### src/rtl/tcdm_sram_bank.sv
// One TCDM bank in front of a single-port SRAM: address decode, out-of-range
// error responses, fixed-latency response pipeline and a zero-fill scrubber.
module tcdm_sram_bank #(
   parameter int unsigned DATA_WIDTH     = 32,
   parameter int unsigned NB_WORDS       = 16384,
   parameter logic [31:0] BASE_ADDR      = 32'h1C01_0000,
   parameter int unsigned INTL_BITS      = 2,
   parameter int unsigned SRAM_LATENCY   = 1,
   parameter bit          SCRUB_ON_RESET = 1'b1
) (
   input  logic                          clk_i,
   input  logic                          rst_ni,
   // TCDM slave port
   input  logic                          req_i,
   input  logic [31:0]                   add_i,
   input  logic                          wen_i,
   input  logic [DATA_WIDTH/8-1:0]       be_i,
   input  logic [DATA_WIDTH-1:0]         wdata_i,
   output logic                          gnt_o,
   output logic                          r_valid_o,
   output logic [DATA_WIDTH-1:0]         r_rdata_o,
   output logic                          r_opc_o,
   // SRAM macro port
   output logic                          sram_csn_o,
   output logic                          sram_wen_o,
   output logic [DATA_WIDTH/8-1:0]       sram_be_o,
   output logic [$clog2(NB_WORDS)-1:0]   sram_addr_o,
   output logic [DATA_WIDTH-1:0]         sram_wdata_o,
   input  logic [DATA_WIDTH-1:0]         sram_rdata_i,
   // control / status
   input  logic                          init_req_i,
   output logic                          busy_o,
   output logic [15:0]                   err_cnt_o,
   output logic [1:0]                    state_o
);

   localparam int unsigned AW = $clog2(NB_WORDS);

   // Handshake: a request is consumed in the cycle where req_i && gnt_o;
   // its single response appears SRAM_LATENCY cycles later as r_valid_o.
   typedef enum logic [1:0] {SCRUB = 2'd0, RUN = 2'd1, DRAIN = 2'd2} state_e;

   state_e                  state_q, state_d;
   logic [AW-1:0]           cnt_q, cnt_d;
   logic [15:0]             err_cnt_q, err_cnt_d;
   logic [SRAM_LATENCY-1:0] vld_q, rd_q, err_q;
   logic [31:0]             offset, index;
   logic                    in_range;

   assign offset   = add_i - BASE_ADDR;
   assign index    = offset >> (2 + INTL_BITS);
   assign in_range = index < 32'(NB_WORDS);

   always_comb begin
      state_d      = state_q;
      cnt_d        = cnt_q;
      gnt_o        = 1'b0;
      busy_o       = 1'b1;
      sram_csn_o   = 1'b1;
      sram_wen_o   = 1'b1;
      sram_be_o    = '0;
      sram_addr_o  = index[AW-1:0];
      sram_wdata_o = '0;
      unique case (state_q)
         SCRUB: begin
            sram_csn_o  = 1'b0;
            sram_wen_o  = 1'b0;
            sram_be_o   = '1;
            sram_addr_o = cnt_q;
            if (cnt_q == AW'(NB_WORDS - 1)) begin
               cnt_d   = '0;
               state_d = RUN;
            end else begin
               cnt_d = cnt_q + AW'(1);
            end
         end
         RUN: begin
            busy_o = 1'b0;
            gnt_o  = req_i;
            if (req_i && in_range) begin
               sram_csn_o   = 1'b0;
               sram_wen_o   = wen_i;
               sram_be_o    = be_i;
               sram_wdata_o = wdata_i;
            end
            if (init_req_i) state_d = DRAIN;
         end
         DRAIN: begin
            // no new grants here, so the pipeline empties within SRAM_LATENCY cycles
            if (vld_q == '0) state_d = SCRUB;
         end
         default: state_d = RUN;
      endcase
   end

   always_comb begin
      err_cnt_d = err_cnt_q;
      if (gnt_o && !in_range && err_cnt_q != 16'hFFFF) err_cnt_d = err_cnt_q + 16'd1;
   end

   always_ff @(posedge clk_i) begin
      if (!rst_ni) begin
         state_q   <= SCRUB_ON_RESET ? SCRUB : RUN;
         cnt_q     <= '0;
         err_cnt_q <= '0;
         vld_q     <= '0;
         rd_q      <= '0;
         err_q     <= '0;
      end else begin
         state_q   <= state_d;
         cnt_q     <= cnt_d;
         err_cnt_q <= err_cnt_d;
         vld_q[0]  <= gnt_o;
         rd_q[0]   <= wen_i;
         err_q[0]  <= !in_range;
         for (int i = 1; i < SRAM_LATENCY; i++) begin
            vld_q[i] <= vld_q[i-1];
            rd_q[i]  <= rd_q[i-1];
            err_q[i] <= err_q[i-1];
         end
      end
   end

   assign r_valid_o = vld_q[SRAM_LATENCY-1];
   assign r_opc_o   = vld_q[SRAM_LATENCY-1] & err_q[SRAM_LATENCY-1];
   assign r_rdata_o = (vld_q[SRAM_LATENCY-1] && rd_q[SRAM_LATENCY-1] && !err_q[SRAM_LATENCY-1])
                      ? sram_rdata_i : '0;
   assign err_cnt_o = err_cnt_q;
   assign state_o   = state_q;

endmodule

### config.mk
export PLATFORM = sky130hd
export DESIGN_NAME = tcdm_sram_bank
export DESIGN_NICKNAME = d
export VERILOG_FILES = /design/src/rtl/tcdm_sram_bank.sv
export SDC_FILE = /design/constraint.sdc
export NUM_CORES = 1
export LEC_CHECK = 0
export CORE_UTILIZATION = 36
export DETAILED_ROUTE_END_ITERATION = 10
export PLACE_DENSITY_LB_ADDON = 0.3
export SLEW_MARGIN = 10
export SYNTH_ARGS = -nofsm -noshare
export SYNTH_HDL_FRONTEND = slang
export SYNTH_SLANG_ARGS = --single-unit
### constraint.sdc
create_clock -name clk_i -period 7.3 [get_ports clk_i]
set_input_delay 1.46 -clock clk_i [delete_from_list [all_inputs] [get_ports clk_i]]
set_output_delay 1.46 -clock clk_i [all_outputs]
set_load 0.01 [all_outputs]
# After elaboration in Yosys (flattened, before gate mapping)
# Cells that the tools add are included.
[word_totals] regBits=35 wordCells=44 in_bits=105 output_inout_bits=106
[op_classes] order_cmp=1 reduce_logical=9 eq_ne=7 muxes=17 bitwise=1 addsub=3
[op_table] op="$mux 32" n=3
[op_table] op="$sub 32x29->32 const B" n=1
[op_table] op="$lt 28x15->1 const B" n=1
[op_table] op="$mux 14" n=2
[op_table] op="$add 16x1->16 const B" n=1
[op_table] op="$ne 16x16->1 const B" n=1
[op_table] op="$add 14x1->14 const B" n=1
[op_table] op="$eq 14x14->1 const B" n=1
[op_table] op="$pmux 4 s2" n=1
[op_table] op="$mux 2" n=3
[op_table] op="$ne 2x2->1 const B" n=3
[op_table] op="$pmux 2 s3" n=1
[op_table] op="$logic_and 1x1->1" n=5
[op_table] op="$mux 1" n=4
[op_table] op="$mux 4" n=1
[op_table] op="$pmux 1 s2" n=2
[op_table] op="$reduce_and 3->1" n=1
[op_table] op="$eq 2x1->1 const B" n=1
[op_table] op="$eq 2x2->1 const B" n=1
[op_table] op="$logic_not 1->1" n=2
[op_table] op="$logic_not 2->1" n=1
[op_table] op="$and 1x1->1" n=1

# Depth between registers and ports, before layout
[logic_depth] ltp_word=5 depth_mapped=10

# Worst setup path after synthesis
# Ideal clock, no wire load.
[synth_path] kind="input-to-output" startpoint="in add_i[16]" endpoint="out sram_wdata_o[10]" t_arrival_ns=2.917 path_stages=10 path_buffers=2 slack_ns=2.923 cell_sequence="inv_1 ha_1 nor2_1 a31oi_1 a2111oi_2 nand3_1 nor2_1 buf_2 clkbuf_1 and2_1"
[synth_via] elab_chain_len=5
[synth_rtl] element="from (decl)" line="15" text="input logic [31:0] add_i,"
[synth_rtl] element="$sub 32x29->32" line="50" text="assign offset = add_i - BASE_ADDR;"
[synth_rtl] element="$lt 28x15->1" line="52" text="assign in_range = index < 32'(NB_WORDS);"
[synth_rtl] element="$logic_and 1x1->1" line="80" text="if (req_i && in_range) begin"
[synth_rtl] element="$mux 32" line="80"
[synth_rtl] element="$mux 32" line="64" text="unique case (state_q)"
[synth_rtl] element="to (decl)" line="28" text="output logic [DATA_WIDTH-1:0] sram_wdata_o,"
# No other way between the ends.

# Worst setup path after layout
[layout_path] startpoint="in add_i[16]" endpoint="out sram_wdata_o[12]"
# The elaborated chain is that of the path after synthesis.

==> metrics <==
CP endpoint kind=output port; maximum VDD drop=roughly 0.073 mV; Post-CTS Setup Inserts=0; Top FF cell, synth=dfxtp_1; starting DRC count in detailed routing=80; final WL=between 8 and 9 mm; Initial Util=a little under two fifths; clock-pin slew on the worst setup and hold paths=70 ps; CTS Sinks=35; final worst slack=about 1800 ps; Num CTS Buffers=5; Critical Path Slowest Stage Cell=clkdlybuf4s50_1; core box area=6910 µm²; Filler Cells Inserted=around 600; GR Overflow Total=0; area of the multi-input gates=1790 µm²; critical path data arrival time=between 4000 and 5000 ps; dpl ws=about 1800 ps; share of cells above drive strength 1=6.65%; post-route ant nets=0; Tot GR Track Use=between 20 and 25%; worst path required time=between 5000 and 6000 ps; Max Cap Viol=0; worst setup path class=input pin to output port; most frequent cells in the layout=clkdlybuf4s50_1 (206), and2_1 (67), dfxtp_1 (35), nand2_1 (28), nor2_1 (28); worst-skew pair later-pin latency=290 ps; Worst R2R Start=state_o[0]$_SDFFE_PN0P_; number of global-route vias before repair=approximately 2900; final net count=about 640; I/O Buffers=slightly above 200; DRT Pass-1 Iters=4; Distinct cells, synth=47; sum of negative setup slack=0 ps; final hold violation count=0; CTS tree=built; Mapped Avg Cell Area=between 8 and 9 µm²; worst hold slack=484 ps; CP Max Fanout=38; Synth Instances=approximately 330; DRC=0; H-tree lvl count=2; post_cts resized=0; Slew headroom=roughly 30%; Lkg Pwr=0.00181 µW; RSZ-0062 raised after global routing=no; number of synthesized flops with an enable pin=0; WL/cell=between 10 and 15 µm; initial antenna violation count=0; syn_nets=438; die area=~7600 µm²; Max Fclk=roughly 0.18 GHz; slowest cell delay on critical path=560 ps; Final Max Slew Viols=0; detailed-route via count=3000; global-route wire length before repair=13.5 mm; YS warnings=0; area delta synth->final=84.2%; Hold Crit Start=err_cnt_o[9]$_SDFFE_PN0P_; row cnt=30; class of the worst hold path=register to register; ant diodes=0; slew at the pin closest to its max-slew limit=between 1000 and 1500 ps; Cell Chain, Critical Path=clkdlybuf4s50_1 > inv_1 > ha_1 > nor2_1 > a31oi_1 > a2111oi_2 > nand3_1 > nor2_2 > buf_4 > and2_1 > clkdlybuf4s50_1; asr flop ratio synth=0%; crit share post-route=between 70 and 80%; largest net degree at the start of global routing=39; CP startpoint=add_i[16]; Max Buffers Root-to-Sink=2; Final min period=about 5500 ps; hold_buf cts=0; status=finished, final reports clean; DR vias/cell=4.82; Reg area=roughly 700 µm²; register area share after synthesis=a little over a quarter; Setup violations, final=0; dpl cells=approximately 600; most frequent cell on the critical path=clkdlybuf4s50_1; Layout Skew=5.58 ps; final non-filler cell total=around 620; hpwl dp=7.15 mm; crit path launch type=input pin; # IOs=about 210; die height=roughly 87 µm; commonest non-fill, non-tap cell in the layout=clkdlybuf4s50_1; root buffer cell=clkbuf_8; final estimated routing congestion in global placement=between 0.7 and 0.8; FF+latch count, synth=35; synthesized area=between 2000 and 3000 µm²; die width=approximately 87 µm; P per Cell Area=roughly 85 nW/µm²
## routing by layer
| metal | part of all wire (%) | GRT usage, % | vias to the layer above |
|---|---|---|---|
| met4 | 1.8 | 8.20 | 0 |
| met1 | 39 | 24.4 | 1371 |
| met3 | 7.1 | 5.97 | 13 |
| li1 | - | - | 1509 |
| met2 | 52 | 41.4 | 107 |
| met5 | 0 | 0 | - |
## kinds of logic after synthesis
family | Yosys count | synth area share, %
flops | 35 | 26.8
mux | 29 | 11.9
buf+inv | 31 | 5.02
xor+xnor | 13 | 4.35
fa+ha+maj | 6 | 2.87
simple gates | 183 | 40.1
compound gates | 30 | 8.98
## stage by stage
stage               power [µW]  util [%]  area [µm²]
detailed placement         276      68.7        4740
finish                     410      69.9        4820
floorplan                  216         -        2620
CTS                        413      69.9        4820
global route               428      69.9        4820
global placement           274      68.7        4740
## report_power, final
group          switching, µW  internal [µW]  total (µW)
clock                   70.8           67.0         138
sequential              1.81            193         195
combinational           20.2           57.1        77.3
## state kept, by name (all words and copies together) (netlist names)
| name | cells |
|---|---|
| err_cnt_o | 16 |
| state_o | 2 |
| r_valid_o | 1 |
| rd_q | 1 |
| err_q | 1 |
| cnt_q | 14 |
## critical path, delay by kind of cell
family | cells | cell delay, ps
compound gates | 2 | 400
fa+ha+maj | 1 | 230
buf+inv | 4 | 1410
simple gates | 4 | 580
## path summary, 6_finish.rpt
path,endpoint,slack [ps],cells after the start
setup / recovery,sram_wdata_o[12],1750,11
hold / removal,err_cnt_o[9]$_SDFFE_PN0P_,480,2
setup reg to reg,cnt_q[2]$_SDFFE_PN0P_,4550,7
hold reg to reg,err_cnt_o[9]$_SDFFE_PN0P_,480,2
## layout make-up
type                       count  share of cell area, %
clock buffer                   7                   1.58
tap                           96                   2.49
timing repair buffer         209                   43.2
inverter                      13                   1.01
multi-input combinational    261                   37.1
clock inverter                 1                  0.104
sequential                    35                   14.5
## synthesized netlist by cell type (4+ instances only)
library cell  count  area [µm²]
dfxtp_1          35         701
ha_1              6        75.1
nand2b_1         11        68.8
a21o_1            5        37.5
mux2i_1          15         150
a21oi_1           6        30.0
o41ai_1           4        35.0
mux2_2           13         146
clkbuf_1         13        48.8
nand2_1          28         105
nand3_1          14        70.1
xnor2_1           7        61.3
inv_1            13        48.8
nand4_1           7        43.8
nor4_2            4        50.1
and2_1           67         419
nor2_1           29         109
xor2_1            6        52.6
(Power assumes the default switching activity.)
